### config.mk
export PLATFORM = sky130hd
export DESIGN_NAME = bank_rotate_ctrl_flat
export DESIGN_NICKNAME = d
export VERILOG_FILES = /design/src/rtl/bank_rotate_ctrl_pkg.sv /design/src/rtl/bank_rotate_ctrl_if.sv /design/src/rtl/bank_rotate_ptr.sv /design/src/rtl/bank_rotate_ctrl.sv /design/src/flat_wrapper.sv
export SDC_FILE = /design/constraint.sdc
export NUM_CORES = 1
export LEC_CHECK = 0
export ABC_AREA = 1
export CAP_MARGIN = 30
export CORE_UTILIZATION = 50
export DETAILED_ROUTE_END_ITERATION = 7
export HOLD_SLACK_MARGIN = 0.12
export PLACE_DENSITY_LB_ADDON = 0.05
export SETUP_SLACK_MARGIN = 0.3
export SLEW_MARGIN = 40
export SYNTH_ARGS = -nofsm -noshare
export SYNTH_HDL_FRONTEND = slang
export SYNTH_SLANG_ARGS = --single-unit
export TNS_END_PERCENT = 1
### constraint.sdc
create_clock -name clk -period 1.8 [get_ports clk]
set_input_delay 0.27 -clock clk [delete_from_list [all_inputs] [get_ports clk]]
set_output_delay 0.27 -clock clk [all_outputs]
set_load 0.02 [all_outputs]
### src/rtl/bank_rotate_ctrl_pkg.sv
// mha_pkg: shared types and constants for the bank rotation controller.
//   rd_state_t : read-side FSM states (idle, active sweep, one-cycle release)
//   STATS_W    : width of the optional stall counters
//   ptr_w()    : bit width of a modulo-N pointer (at least 1 bit)
package mha_pkg;

    typedef enum logic [1:0] {
        RD_IDLE    = 2'd0,
        RD_ACTIVE  = 2'd1,
        RD_RELEASE = 2'd2
    } rd_state_t;

    localparam int STATS_W = 32;

    function automatic int ptr_w(input int n);
        return (n > 1) ? $clog2(n) : 1;
    endfunction

endpackage

### src/rtl/bank_rotate_ctrl_if.sv
// bank_rotate_ctrl_if: producer/consumer handshake plus RAM port controls.
//   in_valid / in_ready      : producer write handshake
//   ena / addra              : one-hot port-A bank enable and shared address
//   out_ready                : consumer accepts a read issue
//   enb / addrb              : one-hot port-B bank enable and shared address
//   rd_data_valid / rd_last  : RAM output qualifier and end-of-bank marker
//   bank_full                : per-bank "holds unreleased data" flags
// master = producer/consumer side, slave = the controller.
interface bank_rotate_ctrl_if #(
    parameter int NUM_BANKS  = 2,
    parameter int ADDR_WIDTH = 6
);
    logic                  in_valid;
    logic                  in_ready;
    logic [NUM_BANKS-1:0]  ena;
    logic [ADDR_WIDTH-1:0] addra;
    logic                  out_ready;
    logic [NUM_BANKS-1:0]  enb;
    logic [ADDR_WIDTH-1:0] addrb;
    logic                  rd_data_valid;
    logic                  rd_last;
    logic [NUM_BANKS-1:0]  bank_full;

    modport master (
        output in_valid, out_ready,
        input  in_ready, ena, addra, enb, addrb, rd_data_valid, rd_last, bank_full
    );

    modport slave (
        input  in_valid, out_ready,
        output in_ready, ena, addra, enb, addrb, rd_data_valid, rd_last, bank_full
    );
endinterface

### src/rtl/bank_rotate_ptr.sv
// bank_rotate_ptr: modulo-N bank pointer.
//   clk, rst : clock, synchronous active-high reset (pointer -> 0)
//   adv      : advance by one, wrapping N-1 -> 0
//   ptr      : current pointer value
module bank_rotate_ptr
    import mha_pkg::*;
#(
    parameter  int N = 2,
    localparam int W = ptr_w(N)
) (
    input  logic         clk,
    input  logic         rst,
    input  logic         adv,
    output logic [W-1:0] ptr
);

    logic [W-1:0] ptr_q, ptr_d;

    always_comb begin
        ptr_d = ptr_q;
        if (adv) ptr_d = (ptr_q == W'(N - 1)) ? '0 : ptr_q + 1'b1;
    end

    always_ff @(posedge clk) begin
        if (rst) ptr_q <= '0;
        else     ptr_q <= ptr_d;
    end

    assign ptr = ptr_q;

endmodule

### src/rtl/bank_rotate_ctrl.sv
// bank_rotate_ctrl: ping-pong (N-way) controller for a set of dual-port RAM
// banks. The producer fills banks in rotation through port A; each full bank
// is swept READ_PASSES times through port B and then released for refill.
//   clk, rst  : clock, synchronous active-high reset
//   bus       : bank_rotate_ctrl_if.slave (handshakes, RAM enables/addresses,
//               rd_data_valid/rd_last, bank_full)
//   wr_stall_cnt, rd_stall_cnt : saturating stall counters, present only when
//               BANK_ROTATE_CTRL_STATS_EN is defined
module bank_rotate_ctrl
    import mha_pkg::*;
#(
    parameter int NUM_BANKS   = 2,
    parameter int DEPTH       = 64,
    parameter int ADDR_WIDTH  = 6,
    parameter int READ_PASSES = 1,
    parameter int RD_LATENCY  = 1
) (
    input  logic clk,
    input  logic rst,
    bank_rotate_ctrl_if.slave bus
`ifdef BANK_ROTATE_CTRL_STATS_EN
    ,
    output logic [STATS_W-1:0] wr_stall_cnt,
    output logic [STATS_W-1:0] rd_stall_cnt
`endif
);

    localparam int                    PW        = ptr_w(NUM_BANKS);
    localparam logic [ADDR_WIDTH-1:0] LAST_ADDR = ADDR_WIDTH'(DEPTH - 1);
    localparam logic [3:0]            LAST_PASS = 4'(READ_PASSES - 1);

    logic [PW-1:0]         wb, rb;
    logic                  wb_adv, rb_adv;
    logic [ADDR_WIDTH-1:0] wa_q, wa_d, ra_q, ra_d;
    logic [3:0]            pass_q, pass_d;
    rd_state_t             rd_state_q, rd_state_d;
    logic [NUM_BANKS-1:0]  bank_full_q, bank_full_d;
    logic [RD_LATENCY-1:0] vld_q, vld_d, last_q, last_d;
    logic                  wr_fire, rd_issue, rd_final;

    bank_rotate_ptr #(.N(NUM_BANKS)) u_wb_ptr (.clk(clk), .rst(rst), .adv(wb_adv), .ptr(wb));
    bank_rotate_ptr #(.N(NUM_BANKS)) u_rb_ptr (.clk(clk), .rst(rst), .adv(rb_adv), .ptr(rb));

    always_comb begin
        // Gating with rst keeps every strobe low while reset is held.
        wr_fire  = bus.in_valid && !rst && !bank_full_q[wb];
        rd_issue = (rd_state_q == RD_ACTIVE) && bus.out_ready && !rst;
        rd_final = rd_issue && (ra_q == LAST_ADDR) && (pass_q == LAST_PASS);

        wa_d        = wa_q;
        wb_adv      = 1'b0;
        bank_full_d = bank_full_q;
        if (wr_fire) begin
            if (wa_q == LAST_ADDR) begin
                wa_d            = '0;
                wb_adv          = 1'b1;
                bank_full_d[wb] = 1'b1;
            end else begin
                wa_d = wa_q + 1'b1;
            end
        end

        // The write side only touches empty banks and the read side only
        // releases a full one, so the two bank_full updates never collide.
        ra_d       = ra_q;
        pass_d     = pass_q;
        rd_state_d = rd_state_q;
        rb_adv     = 1'b0;
        case (rd_state_q)
            RD_IDLE: begin
                if (bank_full_q[rb]) rd_state_d = RD_ACTIVE;
            end
            RD_ACTIVE: begin
                if (rd_issue) begin
                    if (ra_q == LAST_ADDR) begin
                        ra_d = '0;
                        if (pass_q == LAST_PASS) rd_state_d = RD_RELEASE;
                        else                     pass_d     = pass_q + 1'b1;
                    end else begin
                        ra_d = ra_q + 1'b1;
                    end
                end
            end
            RD_RELEASE: begin
                bank_full_d[rb] = 1'b0;
                rb_adv          = 1'b1;
                pass_d          = '0;
                rd_state_d      = RD_IDLE;
            end
            default: rd_state_d = RD_IDLE;
        endcase

        // Issue strobe delayed to line up with RAM output data.
        vld_d     = '0;
        last_d    = '0;
        vld_d[0]  = rd_issue;
        last_d[0] = rd_final;
        for (int i = 1; i < RD_LATENCY; i++) begin
            vld_d[i]  = vld_q[i-1];
            last_d[i] = last_q[i-1];
        end
    end

    always_ff @(posedge clk) begin
        if (rst) begin
            wa_q        <= '0;
            ra_q        <= '0;
            pass_q      <= '0;
            rd_state_q  <= RD_IDLE;
            bank_full_q <= '0;
            vld_q       <= '0;
            last_q      <= '0;
        end else begin
            wa_q        <= wa_d;
            ra_q        <= ra_d;
            pass_q      <= pass_d;
            rd_state_q  <= rd_state_d;
            bank_full_q <= bank_full_d;
            vld_q       <= vld_d;
            last_q      <= last_d;
        end
    end

    assign bus.in_ready      = !rst && !bank_full_q[wb];
    assign bus.ena           = wr_fire  ? (NUM_BANKS'(1) << wb) : '0;
    assign bus.addra         = rst ? '0 : wa_q;
    assign bus.enb           = rd_issue ? (NUM_BANKS'(1) << rb) : '0;
    assign bus.addrb         = rst ? '0 : ra_q;
    assign bus.rd_data_valid = !rst && vld_q[RD_LATENCY-1];
    assign bus.rd_last       = !rst && last_q[RD_LATENCY-1];
    assign bus.bank_full     = bank_full_q;

`ifdef BANK_ROTATE_CTRL_STATS_EN
    logic [STATS_W-1:0] wr_stall_q, wr_stall_d, rd_stall_q, rd_stall_d;

    always_comb begin
        wr_stall_d = wr_stall_q;
        rd_stall_d = rd_stall_q;
        if (bus.in_valid && !bus.in_ready && (wr_stall_q != '1))
            wr_stall_d = wr_stall_q + 1'b1;
        if ((rd_state_q == RD_ACTIVE) && !bus.out_ready && (rd_stall_q != '1))
            rd_stall_d = rd_stall_q + 1'b1;
    end

    always_ff @(posedge clk) begin
        if (rst) begin
            wr_stall_q <= '0;
            rd_stall_q <= '0;
        end else begin
            wr_stall_q <= wr_stall_d;
            rd_stall_q <= rd_stall_d;
        end
    end

    assign wr_stall_cnt = wr_stall_q;
    assign rd_stall_cnt = rd_stall_q;
`endif

endmodule

### src/flat_wrapper.sv
// flat-port wrapper written by rule: the top's interface ports become plain ports
module bank_rotate_ctrl_flat import mha_pkg::*;
#(
    parameter int NUM_BANKS   = 2,
    parameter int DEPTH       = 64,
    parameter int ADDR_WIDTH  = 6,
    parameter int READ_PASSES = 1,
    parameter int RD_LATENCY  = 1
)
  (clk, rst, bus_in_valid, bus_out_ready, bus_in_ready, bus_ena, bus_addra, bus_enb, bus_addrb, bus_rd_data_valid, bus_rd_last, bus_bank_full);
  bank_rotate_ctrl_if #(.NUM_BANKS(NUM_BANKS), .ADDR_WIDTH(ADDR_WIDTH)) bus_i ();
  input  logic clk;
  input  logic rst;
  input wire logic [$bits(bus_i.in_valid)-1:0] bus_in_valid;
  input wire logic [$bits(bus_i.out_ready)-1:0] bus_out_ready;
  output wire logic [$bits(bus_i.in_ready)-1:0] bus_in_ready;
  output wire logic [$bits(bus_i.ena)-1:0] bus_ena;
  output wire logic [$bits(bus_i.addra)-1:0] bus_addra;
  output wire logic [$bits(bus_i.enb)-1:0] bus_enb;
  output wire logic [$bits(bus_i.addrb)-1:0] bus_addrb;
  output wire logic [$bits(bus_i.rd_data_valid)-1:0] bus_rd_data_valid;
  output wire logic [$bits(bus_i.rd_last)-1:0] bus_rd_last;
  output wire logic [$bits(bus_i.bank_full)-1:0] bus_bank_full;
  assign bus_i.in_valid = bus_in_valid;
  assign bus_i.out_ready = bus_out_ready;
  assign bus_in_ready = bus_i.in_ready;
  assign bus_ena = bus_i.ena;
  assign bus_addra = bus_i.addra;
  assign bus_enb = bus_i.enb;
  assign bus_addrb = bus_i.addrb;
  assign bus_rd_data_valid = bus_i.rd_data_valid;
  assign bus_rd_last = bus_i.rd_last;
  assign bus_bank_full = bus_i.bank_full;
  bank_rotate_ctrl #(.NUM_BANKS(NUM_BANKS), .DEPTH(DEPTH), .ADDR_WIDTH(ADDR_WIDTH), .READ_PASSES(READ_PASSES), .RD_LATENCY(RD_LATENCY)) u_core (.clk(clk), .rst(rst), .bus(bus_i));
endmodule
# Word-level counts from Yosys, hierarchy flattened
# Cells that the tools add are included.
# word_totals
wordCells,82
register_bits,24
out_inout_bits,21
# op_classes
n_mux,31
add_sub_neg,5
n_bitwise,3
n_reduce_logical,19
magnitude_cmp,4
eq_ne,9
shift,2
# ops
cell,count
6-bit 2-to-1 mux,4
2-bit 2-to-1 mux,9
"6-bit by 1-bit adder with 6-bit output, second input constant",2
"6-bit equality test, second input constant",2
4-bit 2-to-1 mux,3
1-bit logical AND,11
1-bit 2-to-1 mux,11
4-bit case mux with 2 select lines,1
4-bit AND reduction,2
"2-bit inequality test, second input constant",3
"4-bit by 1-bit adder with 4-bit output, second input constant",1
4-bit zero test,1
"1-bit by 2-bit less-than comparator with 1-bit output, second input constant",2
"2-bit by 1-bit inequality test with 1-bit output, second input constant",2
2-bit case mux with 2 select lines,1
"1-bit by 1-bit << shifter with 2-bit output, first input constant",2
"1-bit adder, second input constant",2
2-bit AND,1
1-bit demux with 1-bit select,2
"2-bit by 1-bit equality test with 1-bit output, second input constant",1
"2-bit equality test, second input constant",1
"1-bit greater-or-equal comparator, second input constant",2
1-bit zero test,2
2-bit zero test,1
4 further kinds,4

# Longest topological paths before layout
# depth
ltp_word,9
depth_mapped,9
depth_no_buf,9

# By module
# Synthesis repeated with hierarchy kept, for this count alone.
# unflattened
cells_unflattened,208
area_unflattened_um2,1402.6
# modules_own_cells
module,n_inst,area_per_inst_um2,cells_per_inst
bank_rotate_ctrl,1,1325.0,196
bank_rotate_ptr,2,38.8,6

# Worst setup path before layout
# OpenSTA, ideal clock, no wires.
# synth_path
path_kind,reg-to-output
start,register u_core.rd_state_q[0]
end,output port bus_enb[0]
setup_slack_ns,0.510
path_buffers,0
stages_incl_launch_ff,5
arrival_ns,1.020
cell_sequence,dfxtp_1 > nand3_2 > nor2_4 > inv_1 > nor2_1
# synth_via
elab_chain_len,4
# synth_lines
element,line,source
"start, declared",bank_rotate_ctrl.sv:36,"rd_state_t rd_state_q, rd_state_d;"
"start signal, assigned",bank_rotate_ctrl.sv:117,rd_state_q <= rd_state_d;
2-bit by 1-bit equality test with 1-bit output,bank_rotate_ctrl.sv:47,rd_issue = (rd_state_q == RD_ACTIVE) && bus.out_ready && !rst;
1-bit logical AND (2 in a row),bank_rotate_ctrl.sv:47,
2-bit 2-to-1 mux,bank_rotate_ctrl.sv:127,assign bus.enb = rd_issue ? (NUM_BANKS'(1) << rb) : '0;
"end, declared",flat_wrapper.sv:19,output wire logic [$bits(bus_i.enb)-1:0] bus_enb;
# No other way between the ends.

# Final worst setup path
# layout_path
start,input port rst
end,output port bus_addrb[0]
# layout_via
elab_chain_len,1
# layout_lines
element,line,source
"start, declared",flat_wrapper.sv:13,input logic rst;
6-bit 2-to-1 mux,bank_rotate_ctrl.sv:128,assign bus.addrb = rst ? '0 : ra_q;
"end, declared",flat_wrapper.sv:20,output wire logic [$bits(bus_i.addrb)-1:0] bus_addrb;
# No other way between the ends.

==> results_dict.tcl <==
set metrics [dict create \
    drt_iter0_markers 19 \
    critical_path_class "input port to output port" \
    mostFrequentLayoutCell "nor2_1" \
    num_io_pins 25 \
    crit_chain "dlygate4sd2_1 -> buf_4 -> nor2_1 -> dlygate4sd2_1" \
    p_sw_share_pct 22.6 \
    fillers 208 \
    core_area_sq_mm 0.00230 \
    dpl.hpwl_um 2120 \
    grt_use_total_pct 21.5 \
    nets 229 \
    final_cell_mix "33 x nor2_1, 27 x nand2_1, 25 x inv_1" \
    p_switching_mw 0.201 \
    synth-seq-cells 24 \
    pwr-share-clk_pct 31.8 \
    synth.top_cell.area_share_pct 37.8 \
    synth_top_area_cell "dfxtp_1" \
    cts-htree-levels 1 \
    synth_area_sq_mm 0.00127 \
    synth_edf_count 0 \
    ys_async_sr_fraction_pct 0 \
    syn_nets 189 \
    powerDensity_mw_per_mm2 544 \
    yosysSeqAreaShare_pct 37.8 \
    port_buffers 24 \
    worst_ep_required_time_ns 1.53 \
    worst_slew_pin_slew_ns 0.329 \
    ys.flop_type "dfxtp_1" \
    dieArea_sq_mm 0.00275 \
    final_cell_area_sq_mm 0.00163 \
    critical_path.top_delay_family "buffers and inverters" \
    clk_pin_slew_worst_paths_ns 0.13 \
    wire_per_inst_um 10.7 \
    crit_arrival_ns 1.30 \
    min_to "u_core.u_wb_ptr.ptr" \
    worstSetupStartpointType "input port" \
    setup_viol 0 \
    cts_hold_buffers 0 \
    power_leakage_nw 0.786 \
    grt_max_degree 17 \
    die_w_um 52.4 \
    clock_sinks 24 \
    cts_tree "built" \
    gp_congestion 0.845 \
    worst_setup_path_end_kind "output port" \
    outcome "finished, final reports clean" \
    crit_slowest_cell "dlygate4sd2_1" \
    path_buf_inv 3 \
    avgSynthCellArea_sq_um 7.02 \
    p_int_mw 0.686 \
    regToRegSetupSlack_ns 0.34 \
    fin_tns_setup_ns 0 \
    place_area_sq_mm 0.00163 \
    antenna_found_initial 0 \
    drt_pass1_iterations 4 \
    grt_pass1_wl_um 4470 \
    final_antenna_net_count 0 \
    areaGrowthSynthToFinish_pct 28.5 \
    cts_root_buffer "clkbuf_4" \
    drt_wl_total_um 2660 \
    worstReg2RegEnd "u_core.pass_q[3]" \
    maxSlewViolCount 0 \
    overflow 0 \
    first_global_vias 1086 \
    drc 0 \
    netlist_instances 181 \
    ys_top_cells_by_area "dfxtp_1 38%, nor2_1 9.8%, nand2_1 8.0%" \
    cts_setup_buffers 0 \
    num_vias 1238 \
    fin_crit_sh_pct 87.5 \
    final_hold_viol_count 0 \
    peakVddDrop_mv 0.444 \
    clk_path_buf_depth 2 \
    clk_latency_ns 0.31 \
    fmax_mhz 635 \
    path_max_fanout 16 \
    seqPwrFrac_pct 60.6 \
    period_needed_ns 1.57 \
    ys_warn_count 0 \
    clock_skew_ns 0.00366 \
    synth_cell_types 29 \
    total_power_mw 0.887 \
    die_h_um 52.4 \
    reg2reg_from "u_core.ra_q[0]" \
    holdPathStages 2 \
    rr_worst_depth 6 \
    rsz0062_at_grt "true" \
    worst_hold_slack_ns 0.499 \
    min_from "u_core.u_wb_ptr.ptr" \
    hp-class "register to register" \
    cap_violations 0 \
    cts_made_buffers 3 \
    start_util_pct 55.3 \
    antennaDiodeCount 0 \
    pwr-share-comb_pct 7.6 \
    relSlewSlack_pct 77.9 \
    drive_gt1_share_pct 19.1 \
    rows 17 \
    cp_common_cell "dlygate4sd2_1" \
    slowest_delay_ns 0.36 \
    routed_via_density 4.99 \
]
[power by group through the flow]
stage | sequential (mW) | clock [mW] | combinational [mW]
after floorplan | 0.548 | 0 | 0.0362
after global placement | 0.549 | 0 | 0.0700
after detailed placement | 0.549 | 0 | 0.0712
after CTS | 0.537 | 0.298 | 0.0677
after global routing | 0.538 | 0.312 | 0.0734
final | 0.537 | 0.282 | 0.0672
[state kept, by name, summed over array words and instances, names as in the netlist]
| register | cells |
|---|---|
| u_core.rd_state_q | 2 |
| u_core.wa_q | 6 |
| u_core.pass_q | 4 |
| u_core.u_wb_ptr.ptr | 1 |
| u_core.last_q | 1 |
| u_core.ra_q | 6 |
| u_core.bus.bank_full | 2 |
| u_core.u_rb_ptr.ptr | 1 |
| u_core.vld_q | 1 |
[cell type report]
cell class	instances	area (sq um)	share of cell area, %
clock buffer	4	36.3	2.22
inverter	30	115	7.06
multi-input combinational	125	669	41.0
sequential	24	483	29.6
tap	28	35.0	2.15
timing repair buffer	37	293	17.9
[worst min-delay path, stage by stage, from the launching register on]
cell	delay [ns]
dfxtp_2	0.35
nand2_1	0.06
a21oi_1	0.06
[layer usage]
metal | global-route usage (%) | vias up | share of wire [%]
li1 | - | 652 | -
met1 | 26.6 | 561 | 48
met2 | 38.2 | 19 | 47
met3 | 2.90 | 6 | 2.7
met4 | 6.58 | 0 | 1.3
met5 | 0 | - | 0
[synth_stat cells, types with 2 or more instances]
| master | count |
|---|---|
| nor2_1 | 33 |
| nand2_1 | 27 |
| inv_1 | 25 |
| dfxtp_1 | 24 |
| a21oi_1 | 14 |
| nand3_1 | 13 |
| o21ai_0 | 6 |
| ha_1 | 4 |
| nand2_2 | 4 |
| inv_2 | 3 |
| nand4_1 | 3 |
| nor2_2 | 3 |
| xor2_1 | 3 |
| buf_2 | 2 |
| nand2_4 | 2 |
| o21ai_1 | 2 |
[logic make-up (layout without fill, tap and decap cells)]
| kind of cell | count (synthesis) | after routing | share of synthesized area [%] |
|---|---|---|---|
| AOI/OAI and AO/OA | 26 | 26 | 10.8 |
| xor gates and xnor gates | 4 | 4 | 2.76 |
| adders and majority gates | 4 | 4 | 3.94 |
| buffers and inverters | 32 | 71 | 9.85 |
| DFF | 24 | 24 | 37.8 |
| and+or+nand+nor | 91 | 91 | 34.8 |
[worst max path at each step]
stage                          from            to  cells after the start
2_1_floorplan  u_core.rd_state_q[0]    bus_enb[0]                      4
3_3_place_gp                    rst    bus_ena[1]                      5
3_5_place_dp                    rst  bus_addra[4]                      4
4_1_cts         u_core.u_wb_ptr.ptr  bus_in_ready                      5
5_1_grt        u_core.rd_state_q[1]    bus_enb[1]                      6
6_report                        rst  bus_addrb[0]                      4
[stage by stage]
step                      worst slack (ns)  util (%)  std cells
after global routing                 0.151      71.0        248
after CTS                            0.200      71.0        248
after global placement              -0.313      71.1        244
final                                0.225      71.0        248
after floorplan                      0.510         -        181
after detailed placement            -0.326      71.1        244
[timing repair]
item / 4_1_cts / 5_1_grt
resized for setup: 36 / 2
hold endpoints to repair: 0 / 0
setup endpoints to repair: 21 / 32
Note: power is estimated with default switching activity, not from simulation.
